--- src/rtl/aoi22_arc_driver.sv ---
`timescale 1ns/1ps
`default_nettype none
// aoi22_arc_driver: walks the 12 state-dependent arcs of an AOI22/OAI22 cell and checks Y (rev 1.0).
// Optional: define AOI22_ARC_STOP_ON_FAIL_EN to end the sweep at the first mismatch.
module aoi22_arc_driver #(
    parameter int SETTLE   = 4,
    parameter int CNT_W    = 8,
    parameter int OAI_MODE = 0
) (
    input  logic             CLK,
    input  logic             RN,
    input  logic             START,
    input  logic             ABORT,
    input  logic             Y_IN,
    output logic             A0,
    output logic             A1,
    output logic             B0,
    output logic             B1,
    output logic             BUSY,
    output logic             DONE,
    output logic             PASS,
    output logic [CNT_W-1:0] ERR_CNT,
    output logic [3:0]       ARC_IDX,
    output logic [5:0]       FIRST_FAIL
);

    typedef enum logic [2:0] {
        ST_IDLE   = 3'd0,
        ST_DRIVE  = 3'd1,
        ST_SETTLE = 3'd2,
        ST_SAMPLE = 3'd3,
        ST_DONE   = 3'd4
    } state_t;

    localparam logic [7:0]       SETTLE_LAST = 8'(SETTLE - 2);
    localparam logic [3:0]       LAST_ARC    = 4'd11;
    localparam logic             IS_OAI      = (OAI_MODE != 0);
    localparam logic [CNT_W-1:0] CNT_MAX     = {CNT_W{1'b1}};
    localparam logic [CNT_W-1:0] CNT_ONE     = {{(CNT_W-1){1'b0}}, 1'b1};

    state_t     state, state_nxt;
    logic       y_meta, y_sync;
    logic [1:0] phase;
    logic [7:0] settle_cnt;
    logic [1:0] pin, side;
    logic       pin_val, partner;
    logic [1:0] other;
    logic [3:0] vec;
    logic       exp_y, mismatch, last_phase, stop_now;

    // arc = pin*3 + side condition
    always_comb begin
        pin  = 2'd0;
        side = 2'd0;
        if (ARC_IDX >= 4'd9) begin
            pin  = 2'd3;
            side = 2'(ARC_IDX - 4'd9);
        end else if (ARC_IDX >= 4'd6) begin
            pin  = 2'd2;
            side = 2'(ARC_IDX - 4'd6);
        end else if (ARC_IDX >= 4'd3) begin
            pin  = 2'd1;
            side = 2'(ARC_IDX - 4'd3);
        end else begin
            side = ARC_IDX[1:0];
        end
    end

    // OAI side conditions are the bitwise complement of the AOI ones
    always_comb begin
        pin_val = (phase == 2'd1);
        partner = ~IS_OAI;
        case (side)
            2'd0:    other = 2'b10;
            2'd1:    other = 2'b01;
            default: other = 2'b00;
        endcase
        other = other ^ {2{IS_OAI}};
        case (pin)
            2'd0:    vec = {pin_val, partner, other};
            2'd1:    vec = {partner, pin_val, other};
            2'd2:    vec = {other, pin_val, partner};
            default: vec = {other, partner, pin_val};
        endcase
    end

    always_comb begin
        exp_y      = IS_OAI ? ~((A0 | A1) & (B0 | B1)) : ~((A0 & A1) | (B0 & B1));
        mismatch   = (y_sync != exp_y);
        last_phase = (phase == 2'd2) && (ARC_IDX == LAST_ARC);
`ifdef AOI22_ARC_STOP_ON_FAIL_EN
        stop_now   = mismatch;
`else
        stop_now   = 1'b0;
`endif
    end

    always_ff @(posedge CLK or negedge RN) begin
        if (!RN) state <= ST_IDLE;
        else     state <= state_nxt;
    end

    always_comb begin
        state_nxt = state;
        case (state)
            ST_IDLE:   if (START && !ABORT) state_nxt = ST_DRIVE;
            ST_DRIVE:  state_nxt = ST_SETTLE;
            ST_SETTLE: if (settle_cnt == SETTLE_LAST) state_nxt = ST_SAMPLE;
            ST_SAMPLE: state_nxt = (stop_now || last_phase) ? ST_DONE : ST_DRIVE;
            ST_DONE:   state_nxt = ST_IDLE;
            default:   state_nxt = ST_IDLE;
        endcase
        if (state != ST_IDLE && ABORT) state_nxt = ST_IDLE;
    end

    always_ff @(posedge CLK or negedge RN) begin
        if (!RN) begin
            y_meta           <= 1'b0;
            y_sync           <= 1'b0;
            {A0, A1, B0, B1} <= 4'b0;
            BUSY             <= 1'b0;
            DONE             <= 1'b0;
            PASS             <= 1'b0;
            ERR_CNT          <= '0;
            ARC_IDX          <= 4'd0;
            FIRST_FAIL       <= 6'd0;
            phase            <= 2'd0;
            settle_cnt       <= 8'd0;
        end else begin
            y_meta <= Y_IN;
            y_sync <= y_meta;
            if (state == ST_IDLE) begin
                if (START && !ABORT) begin
                    ERR_CNT    <= '0;
                    FIRST_FAIL <= 6'd0;
                    DONE       <= 1'b0;
                    PASS       <= 1'b0;
                    BUSY       <= 1'b1;
                    ARC_IDX    <= 4'd0;
                    phase      <= 2'd0;
                end
            end else if (ABORT) begin
                {A0, A1, B0, B1} <= 4'b0;
                BUSY             <= 1'b0;
                DONE             <= 1'b0;
                PASS             <= 1'b0;
            end else begin
                case (state)
                    ST_DRIVE: begin
                        {A0, A1, B0, B1} <= vec;
                        settle_cnt       <= 8'd0;
                    end
                    ST_SETTLE: settle_cnt <= settle_cnt + 8'd1;
                    ST_SAMPLE: begin
                        if (mismatch) begin
                            if (ERR_CNT != CNT_MAX) ERR_CNT <= ERR_CNT + CNT_ONE;
                            if (!FIRST_FAIL[5]) FIRST_FAIL <= {1'b1, ARC_IDX, pin_val};
                        end
                        if (stop_now) begin
                            // failing vector stays on the pins through the DONE state
                            BUSY <= 1'b0;
                            DONE <= 1'b1;
                            PASS <= 1'b0;
                        end else if (phase == 2'd2) begin
                            phase <= 2'd0;
                            if (ARC_IDX != LAST_ARC) ARC_IDX <= ARC_IDX + 4'd1;
                            else {A0, A1, B0, B1} <= 4'b0;
                        end else begin
                            phase <= phase + 2'd1;
                        end
                    end
                    ST_DONE: begin
                        {A0, A1, B0, B1} <= 4'b0;
                        BUSY             <= 1'b0;
                        DONE             <= 1'b1;
                        PASS             <= (ERR_CNT == '0);
                    end
                    default: ;
                endcase
            end
        end
    end

endmodule
`default_nettype wire

--- config.mk ---
export PLATFORM = sky130hd
export DESIGN_NAME = aoi22_arc_driver
export DESIGN_NICKNAME = d
export VERILOG_FILES = /design/src/rtl/aoi22_arc_driver.sv
export SDC_FILE = /design/constraint.sdc
export NUM_CORES = 1
export LEC_CHECK = 0
export ABC_AREA = 1
export CORE_MARGIN = 8
export CORE_UTILIZATION = 57
export CTS_BUF_LIST = sky130_fd_sc_hd__clkbuf_4
export CTS_CLUSTER_SIZE = 20
export DETAILED_ROUTE_END_ITERATION = 8
export DONT_BUFFER_PORTS = 1
export GPL_TIMING_DRIVEN = 0
export PLACE_DENSITY = 0.72
export SLEW_MARGIN = 25
export SYNTH_ARGS = -nofsm -noshare
export SYNTH_HDL_FRONTEND = slang
export SYNTH_SLANG_ARGS = --single-unit
export TNS_END_PERCENT = 20
--- constraint.sdc ---
create_clock -name CLK -period 1.8 [get_ports CLK]
set_input_delay 0.18 -clock CLK [delete_from_list [all_inputs] [get_ports CLK]]
set_output_delay 0.18 -clock CLK [all_outputs]
set_load 0.02 [all_outputs]
==> impl_metrics.json <==
{
  "status": "finished, final reports clean",
  "holdPathStages": 3,
  "synth-edff-count": 0,
  "mostFrequentLayoutCells": "83 x nand2_1, 36 x dfrtp_1, 29 x inv_1, 19 x nor2_1, 15 x nand3_1",
  "ir_worst_vdd_mv": 0.857,
  "min_path_type": "in2reg",
  "finalMaxSlewViolations": 0,
  "r2r_end": "A0",
  "switching_share_pct": 46.9,
  "power.internal_w": 0.00196,
  "grt_pass1_vias": 1847,
  "clkLatencyLatePin_ps": 350,
  "crit_path_max_fanout": 8,
  "antenna_found_initial": 0,
  "syn_inst": 295,
  "first_pass_iters": 5,
  "area_delta_synth_final_pct": 11.2,
  "setup_viol": 0,
  "ys_async_sr_fraction_pct": 100,
  "fin_crit_sh_pct": 91.2,
  "vias": 1927,
  "p_per_area_mw_per_mm2": 1430,
  "p_seq_share_pct": 42.1,
  "ys_seq_elements": 40,
  "tightest_slew_ps": 494,
  "syn-cell-area_mm2": 0.00232,
  "comb_power_share_pct": 41.6,
  "clock-sinks": 40,
  "gr-total-overflow": 0,
  "switchingPower_w": 0.00173,
  "relSlewSlack_pct": 66.8,
  "synth-main-ff-cell": "dfrtp_1",
  "grt_usage_pct": 16.4,
  "start_util_pct": 58.5,
  "fin_worst_skew_ps": 4.92,
  "rr_startpoint": "ARC_IDX[0]",
  "drt-total-wl_um": 4970,
  "path_class": "reg2reg",
  "drc": 0,
  "wire_per_inst_um": 13.8,
  "synth_top_area_share_pct": 43.1,
  "die_h_um": 79.8,
  "p_leak_nw": 1.26,
  "critical_path_required_ps": 2050,
  "n_antenna_cell": 0,
  "fmax_ghz": 0.609,
  "yosys-top-cells-area": "dfrtp_1 43%, nand2_1 14%, inv_1 5.0%",
  "dp_hpwl_um": 3590,
  "final_common_cell": "nand2_1",
  "synth_warnings": 0,
  "hold_ws_ps": 27.5,
  "vias_per_cell": 5.35,
  "r2r_slack_ps": 160,
  "synth_seq_area_share_pct": 43.1,
  "startpoint_type": "flop",
  "core_mm2": 0.00397,
  "rsz0062_at_grt": "yes",
  "tns_ps": 0,
  "postRouteAntennaNets": 0,
  "cts_made_buffers": 5,
  "clock_power_share_pct": 16.3,
  "nFillCells": 345,
  "die_area_mm2": 0.00637,
  "drtIter0Drc": 168,
  "synth.avg_cell_area_um2": 7.87,
  "syn_nets": 308,
  "die_x_um": 79.8,
  "path_clk_slew_ps": 120,
  "cts_max_path_buffers": 2,
  "cts_root_buffer": "clkbuf_4",
  "startpoint": "ARC_IDX[0]",
  "fin_crit_ps": 1640,
  "row_count": 23,
  "drive_above_1_share_pct": 19.4,
  "synth_area_leader_cell": "dfrtp_1",
  "nNetsFinal": 322,
  "crit_end": "A0",
  "htree_levels": 2,
  "grt_max_degree": 41,
  "finalHoldViolations": 0,
  "cts_tree": "yes",
  "cp.arrival_ps": 1890,
  "grt_pass1_wl_um": 8290,
  "cp-end-kind": "flop",
  "port_buffers": 0,
  "gp_congestion": 0.875,
  "synth_cell_types": 31,
  "max-cap-violations": 0,
  "ios": 30,
  "worstRegToRegCells": 11
}
-- sequential cells by signal, summed over array words and instances (netlist names), 2 cells and up --
name	cells
state	3
phase	2
ERR_CNT	8
settle_cnt	8
ARC_IDX	4
FIRST_FAIL	6
-- kinds of logic (layout without fill, tap and decap cells) --
| group | Yosys count | count (layout) | share of synthesized area [%] |
|---|---|---|---|
| flip-flops | 40 | 40 | 43.1 |
| adder cells (fa/ha/maj) | 8 | 8 | 4.31 |
| AO/OA/AOI/OAI | 42 | 42 | 10.4 |
| XOR/XNOR | 6 | 6 | 2.26 |
| AND/OR/NAND/NOR | 158 | 158 | 32.8 |
| buffers and inverters | 41 | 56 | 7.11 |
-- final cells by class --
type | instances | area [µm²] | area share [%]
well taps | 50 | 62.6 | 2.42
plain buffers | 4 | 26.3 | 1.02
inverters | 37 | 141 | 5.47
multi-input cells | 214 | 1190 | 46.1
repair buffers | 7 | 75.1 | 2.91
clock buffers | 6 | 45.0 | 1.74
clock inverters | 2 | 35.0 | 1.36
flip-flops and latches | 40 | 1010 | 39.0
-- power groups by stage --
stage	registers [W]	logic (W)	clock network [W]
4_1_cts	0.00156	0.00146	0.000620
2_1_floorplan	0.00150	0.00116	0
5_1_grt	0.00160	0.00175	0.000659
3_5_place_dp	0.00157	0.00142	0
6_report	0.00155	0.00153	0.000602
3_3_place_gp	0.00156	0.00139	0
-- how the worst min path moves through the flow --
| stage | to | from | slack (ps) |
|---|---|---|---|
| floorplan | A0 | RN | -120 |
| global placement | FIRST_FAIL[1] | RN | -110 |
| detailed placement | FIRST_FAIL[3] | RN | -110 |
| CTS | settle_cnt[1] | ABORT | 6 |
| global route | BUSY | START | 10 |
| finish | settle_cnt[1] | ABORT | 30 |
-- per-layer routing --
metal / wire length, µm / track usage, % / vias to the layer above
met4: 68 / 7.09 / 0
met3: 251 / 4.39 / 7
met2: 2450 / 27.5 / 35
li1: - / - / 989
met1: 2200 / 19.1 / 896
met5: 0 / 0 / -
-- metrics by stage --
step                      setup slack, ps  cell area (µm²)  power (W)  utilization, %  cells
after CTS                            56.4             2530    0.00363            63.6    358
after detailed placement             -145             2380    0.00299            60.1    345
after floorplan                       131             2320    0.00266               -    295
after global routing                 2.45             2580    0.00401            65.0    360
final                                 159             2580    0.00369            65.0    360
after global placement               -109             2380    0.00295            60.1    345
-- critical path: stages, from the launching register on --
cell and delay, ps:
dfrtp_2 550, inv_4 80, ha_1 200, inv_1 50, nand3_1 80, nand2_2 110, buf_4 120, inv_1 60
nor3_2 150, nor2_1 60, nand2_1 70, nand2_1 40
-- synth_stat cells (all sizes together) (2+ instances only) --
master,count
buf,4
xor2,4
o21ai,25
ha,8
inv,37
a31oi,3
nand2,94
dfrtp,40
nor4,2
nand4,7
a21oi,9
o31ai,3
nand3b,3
nor2,22
nor3,7
nand3,22
xnor2,2
-- what timing repair did --
action,CTS,global route
pin swaps,0,2
buffers inserted,0,2
endpoints found under the setup margin,4,6
resized for setup,3,13
hold buffers,5,0
endpoints found under the hold margin,44,0
Power figures use the tool's default switching activity.
